--- src/rtl/lockin_phase_scanner.sv ---
// Phase-offset scanner for a LockIn instance: passes a manual offset through while idle,
// otherwise steps the offset across N points, integrates the filtered signal at each point
// and remembers the offset that produced the largest signed integral.
module lockin_phase_scanner #(
   parameter int unsigned SIG_W       = 32,
   parameter int unsigned MAXDWELL_LG = 12,
   parameter int unsigned ACC_W       = 44
) (
   input  logic                    clk_in,
   input  logic                    rst_n_in,
   input  logic                    start_in,
   input  logic                    abort_in,
   input  logic [23:0]             manual_poff_in,
   input  logic [23:0]             phase_start_in,
   input  logic [23:0]             phase_step_in,
   input  logic [7:0]              num_steps_in,
   input  logic [15:0]             settle_in,
   input  logic [3:0]              dwell_log2_in,
   input  logic signed [SIG_W-1:0] signal_in,
   output logic [23:0]             poff_out,
   output logic                    busy_out,
   output logic                    done_out,
   output logic [7:0]              step_idx_out,
   output logic [23:0]             best_poff_out,
   output logic signed [ACC_W-1:0] best_acc_out
);

   // Sample counter wide enough to hold 2^MAXDWELL_LG - 1
   localparam int unsigned NS_W = MAXDWELL_LG + 1;

   typedef enum logic [2:0] {
      StIdle,
      StSettle,
      StIntegrate,
      StCompare,
      StDone
   } state_t;

   state_t                   r_state;
   state_t                   w_state_nxt;
   logic [23:0]              r_poff;
   logic [7:0]               r_step_idx;
   logic [15:0]              r_cnt;
   logic [NS_W-1:0]          r_ns;
   logic signed [ACC_W-1:0]  r_acc;
   logic signed [ACC_W-1:0]  r_best_acc;
   logic [23:0]              r_best_poff;
   logic [23:0]              r_cfg_step;
   logic [7:0]               r_cfg_last;
   logic [15:0]              r_cfg_settle;
   logic [3:0]               r_cfg_k;

   logic                     w_start;
   logic [3:0]               w_k_sat;
   logic [NS_W-1:0]          w_ns_init;
   logic signed [ACC_W-1:0]  w_sig_ext;
   logic signed [ACC_W-1:0]  w_acc_sum;
   logic                     w_better;
   logic                     w_last;

   // Datapath helpers: saturated dwell exponent, sample count, signed accumulate and compare
   always_comb begin
      w_start   = start_in && !abort_in;
      w_k_sat   = (dwell_log2_in > 4'(MAXDWELL_LG)) ? 4'(MAXDWELL_LG) : dwell_log2_in;
      w_ns_init = (NS_W'(1) << r_cfg_k) - NS_W'(1);
      w_sig_ext = {{(ACC_W - SIG_W){signal_in[SIG_W-1]}}, signal_in};
      w_acc_sum = r_acc + w_sig_ext;
      // First point always wins; later points must be strictly larger so ties keep the earlier
      w_better  = (r_step_idx == 8'd0) || (r_acc > r_best_acc);
      w_last    = (r_step_idx == r_cfg_last);
   end

   // State register
   always_ff @(posedge clk_in or negedge rst_n_in) begin
      if (!rst_n_in) begin
         r_state <= StIdle;
      end else begin
         r_state <= w_state_nxt;
      end
   end

   // Next-state decode and status outputs; abort wins over everything while scanning
   always_comb begin
      w_state_nxt = r_state;
      busy_out    = 1'b0;
      done_out    = 1'b0;
      unique case (r_state)
         StIdle: begin
            if (w_start) w_state_nxt = StSettle;
         end
         StSettle: begin
            busy_out = 1'b1;
            if (abort_in)            w_state_nxt = StIdle;
            else if (r_cnt == 16'd0) w_state_nxt = StIntegrate;
         end
         StIntegrate: begin
            busy_out = 1'b1;
            if (abort_in)               w_state_nxt = StIdle;
            else if (r_ns == '0)        w_state_nxt = StCompare;
         end
         StCompare: begin
            busy_out = 1'b1;
            if (abort_in)    w_state_nxt = StIdle;
            else if (w_last) w_state_nxt = StDone;
            else             w_state_nxt = StSettle;
         end
         StDone: begin
            done_out    = 1'b1;
            w_state_nxt = StIdle;
         end
         default: w_state_nxt = StIdle;
      endcase
   end

   // Scan datapath: offset sequencing, settle/dwell counters, accumulator and best tracking
   always_ff @(posedge clk_in or negedge rst_n_in) begin
      if (!rst_n_in) begin
         r_poff       <= '0;
         r_step_idx   <= '0;
         r_cnt        <= '0;
         r_ns         <= '0;
         r_acc        <= '0;
         r_best_acc   <= '0;
         r_best_poff  <= '0;
         r_cfg_step   <= '0;
         r_cfg_last   <= '0;
         r_cfg_settle <= '0;
         r_cfg_k      <= '0;
      end else begin
         unique case (r_state)
            StIdle: begin
               r_poff <= manual_poff_in;
               if (w_start) begin
                  r_poff       <= phase_start_in;
                  r_step_idx   <= 8'd0;
                  r_cnt        <= settle_in;
                  r_cfg_step   <= phase_step_in;
                  r_cfg_last   <= (num_steps_in == 8'd0) ? 8'd0 : num_steps_in - 8'd1;
                  r_cfg_settle <= settle_in;
                  r_cfg_k      <= w_k_sat;
               end
            end
            StSettle: begin
               if (abort_in) begin
                  r_poff <= manual_poff_in;
               end else if (r_cnt == 16'd0) begin
                  r_acc <= '0;
                  r_ns  <= w_ns_init;
               end else begin
                  r_cnt <= r_cnt - 16'd1;
               end
            end
            StIntegrate: begin
               if (abort_in) begin
                  r_poff <= manual_poff_in;
               end else begin
                  r_acc <= w_acc_sum;
                  if (r_ns != '0) r_ns <= r_ns - NS_W'(1);
               end
            end
            StCompare: begin
               if (abort_in) begin
                  r_poff <= manual_poff_in;
               end else begin
                  if (w_better) begin
                     r_best_acc  <= r_acc;
                     r_best_poff <= r_poff;
                  end
                  if (!w_last) begin
                     r_step_idx <= r_step_idx + 8'd1;
                     r_poff     <= r_poff + r_cfg_step;
                     r_cnt      <= r_cfg_settle;
                  end
               end
            end
            StDone: begin
               r_poff <= manual_poff_in;
            end
            default: begin
               r_poff <= manual_poff_in;
            end
         endcase
      end
   end

   assign poff_out      = r_poff;
   assign step_idx_out  = r_step_idx;
   assign best_poff_out = r_best_poff;
   assign best_acc_out  = r_best_acc;

endmodule

--- config.mk ---
export PLATFORM = sky130hd
export DESIGN_NAME = lockin_phase_scanner
export DESIGN_NICKNAME = d
export VERILOG_FILES = /design/src/rtl/lockin_phase_scanner.sv
export SDC_FILE = /design/constraint.sdc
export NUM_CORES = 1
export LEC_CHECK = 0
export BUFFER_PORTS_ARGS = -buffer_cell sky130_fd_sc_hd__buf_2
export CORE_UTILIZATION = 58
export CTS_CLUSTER_DIAMETER = 120
export CTS_CLUSTER_SIZE = 25
export DETAILED_ROUTE_END_ITERATION = 12
export PLACE_DENSITY = 0.82
export SLEW_MARGIN = 40
export SYNTH_ARGS = -nofsm -noshare
export SYNTH_HDL_FRONTEND = slang
export SYNTH_SLANG_ARGS = --single-unit
--- constraint.sdc ---
create_clock -name clk_in -period 4.5 [get_ports clk_in]
set_input_delay 0.45 -clock clk_in [delete_from_list [all_inputs] [get_ports clk_in]]
set_output_delay 0.45 -clock clk_in [all_outputs]
set_load 0.02 [all_outputs]
==> out/metrics.cfg <==
[status]
status=complete, no violations

[power]
p_int_uw=4410
seqPwrFrac_pct=38.5
finalPower_uw=7550
swShare_pct=41.6
p_sw_uw=3140
p_comb_share_pct=45.0
p_clk_share_pct=16.5
p_leak_uw=0.00846
powerDensity_nw_per_um2=455
ir_drop_uv=463

[cts]
cts_tree=done
post-cts-setup-buffer-count=0
clk_path_buf_depth=3
cts_max_level=1
cts_buffers=13
ctsRootBufferMaster=clkbuf_16
ctsResizeCount=0
clk_pin_slew_ns=0.11
clkLatencyLatePin_ns=0.50
cts_sinks=228

[timing]
finalClockSkew_ns=0.0281
hold_viol_final=0
fmax_ghz=0.264
max-slew-margin-rel_pct=47.4
tns_ns=0
setup_viol=0
period_share_pct=84.2
slew_violations=0
rsz0062_at_grt=no
whs_ns=0.130
worstMarginPinSlew_ns=0.788
period_needed_ns=3.79

[logic_synthesis]
synth_edf_count=0
syn-num-nets=1905
synth.cell_area_um2=14700
synth_cells=1651
seq_area_frac_synth_pct=38.9
async_reset_ff_share_pct=100
synth_ff_type=dfrtp_1
syn_area_per_cell_um2=8.89
synth_seq_cells=228
ys_types=68
synth_warnings=0

[critical_path]
cpPeakStageDelay_ns=0.61
cpMaxStageDelayCell=or4_1
critPathArrivalTime_ns=4.16
path_cells=ha_1, nand4_1, or4_1, or3_1, o22ai_1, a211oi_1, a221o_1, a21oi_4, buf_4, mux2_2
worstPathMaxFanout=48
cp_data_required_time_ns=4.87
critPathCaptureType=register
crit_type=reg -> reg
startpoint_type=register
crit_start=r_acc[33]
rrSetupSlack_ns=0.71
rr_startpoint=r_acc[33]

[worst_hold_path]
hold_class=in -> reg
min-delay-start=phase_step_in[22]

[drt]
drcViolationCount=0
via_count=13200
avgRoutedWirePerCell_um=17.7
drt-initial-drc-count=965
drt-vias-per-instance=6.06
firstDrtPassIters=6
wirelength_mm=38.7
ant_nets=0

[floorplanning]
core-area_um2=24500
die_h_um=161
rows=57
dieArea_um2=25900
io_pins=238
start_util_pct=59.8
die_x_um=161

[placement]
place_hpwl_mm=28.7
place.gp.congestion=0.908
io_buffers=237

[cells_and_area]
syn_to_final_growth_pct=13.0
fin_util_pct=67.6
finalNetCount=2108
drive_gt1_share_pct=18.3

[grt]
grt_pass1_wl_mm=63.5
gr-total-overflow=0
antenna_found_initial=7
groute.usage.overall_pct=30.1
grt_max_degree=76
grt_pass1_vias=13100

[flow_run]
maxCapViolCount=0

==> power groups by stage <==
stage | logic, uW | clock network (uW) | registers, uW
2_1_floorplan | 2450 | 0 | 2920
3_3_place_gp | 3240 | 0 | 2910
3_5_place_dp | 3340 | 0 | 2930
4_1_cts | 3380 | 1270 | 2900
5_1_grt | 3800 | 1340 | 2970
6_report | 3400 | 1240 | 2910
==> cells in the mapped netlist, types with 10 or more instances <==
cell | number | area, um2
nand2_1 | 248 | 931
dfrtp_1 | 228 | 5710
a21oi_1 | 140 | 701
o21ai_0 | 125 | 626
ha_1 | 116 | 1450
nor2_1 | 115 | 432
inv_1 | 84 | 315
clkbuf_1 | 57 | 214
mux2_2 | 49 | 552
a21o_1 | 48 | 360
xnor2_1 | 41 | 359
xor2_1 | 38 | 333
nand3_1 | 28 | 140
nor3_1 | 25 | 125
nand4_1 | 23 | 144
mux2_1 | 17 | 191
nand2b_1 | 16 | 100
o21a_1 | 15 | 113
a222oi_1 | 14 | 140
or3_1 | 13 | 81.3
a31oi_1 | 12 | 75.1
nor4_1 | 11 | 68.8
o22ai_1 | 11 | 68.8
nor2b_1 | 10 | 62.6
==> cells in the final DEF, fill, tap and decap left out, types with 12 or more instances in the layout <==
master	Yosys	layout
a31oi_1	12	12
xor2_1	38	38
a21oi_1	140	140
buf_4	4	20
nand2b_1	16	16
xnor2_1	41	41
buf_2	1	236
nand3_1	28	28
nand4_1	23	23
clkbuf_16	0	13
a222oi_1	14	14
nand2_1	248	247
o21a_1	15	15
mux2_1	17	17
ha_1	116	116
dfrtp_1	228	228
mux2_2	49	49
nor3_1	25	23
inv_1	84	84
o21ai_0	125	123
or3_1	13	13
a21o_1	48	48
nor2_1	115	115
==> cell type report <==
type | instances | area (um2)
Clock buffer | 13 | 325
Tap cell | 324 | 405
Fill cell | 1985 | 7950
Timing Repair Buffer | 260 | 1400
Clock inverter | 2 | 38.8
Antenna cell | 5 | 12.5
Inverter | 84 | 315
Sequential cell | 228 | 5710
Multi-Input combinational cell | 1267 | 8380
==> final timing paths <==
kind / to / cells after the start
setup / recovery: best_acc_out[19] / 10
setup reg to reg: best_acc_out[19] / 10
min in group asynchronous: best_acc_out[19] / 2
hold reg to reg: r_cfg_settle[2] / 2
max in group asynchronous: best_acc_out[5] / 4
hold / removal: r_cfg_step[22] / 3
==> registers in the layout (all words and copies together) (netlist names), 4 cells and up <==
| signal | cells |
|---|---|
| r_cnt | 16 |
| r_cfg_step | 24 |
| best_acc_out | 44 |
| r_cfg_settle | 16 |
| poff_out | 24 |
| r_cfg_last | 8 |
| best_poff_out | 24 |
| r_acc | 44 |
| r_ns | 13 |
| r_cfg_k | 4 |
| step_idx_out | 8 |
==> through the flow <==
step / area [um2] / cells / setup slack [ns]
after floorplan: 14700 / 1651 / 1.29
after global placement: 16200 / 2161 / 0.790
after detailed placement: 16200 / 2162 / 0.724
after CTS: 16600 / 2178 / 0.738
after global routing: 16600 / 2181 / 0.553
final: 16600 / 2183 / 0.712
==> critical path: cells and delay by family, from the launching register on <==
kind | cells | cell delay, ns
adder cells (fa/ha/maj) | 1 | 0.31
buffers and inverters | 1 | 0.60
flip-flops | 1 | 0.43
AO/OA/AOI/OAI | 4 | 0.76
multiplexers | 1 | 0.42
AND/OR/NAND/NOR | 3 | 1.11
==> layer usage <==
metal	up-vias	global-route usage (%)	wire length [um]	share of wire (%)
met3	95	4.47	2370	6.1
li1	6305	-	-	-
met1	6349	37.8	16100	42
met5	-	0	42	0.11
met2	466	51.7	18600	48
met4	6	12.7	1520	3.9
==> what timing repair did <==
item,CTS,global route
endpoints found under the hold margin,57,0
hold buffers,1,0
setup endpoints to repair,0,0
==> cell families (layout without fill, tap and decap cells) <==
group / after synthesis / count (layout) / synth area share, %
compound gates: 472 / 472 / 20.4
xor+xnor: 79 / 79 / 4.72
fa+ha+maj: 118 / 118 / 10.2
buf+inv: 156 / 359 / 4.25
flops: 228 / 228 / 38.9
mux: 73 / 73 / 5.54
other cells: 0 / 5 / 0
simple gates: 525 / 525 / 16.0
Note: power is estimated with default switching activity, not from simulation.
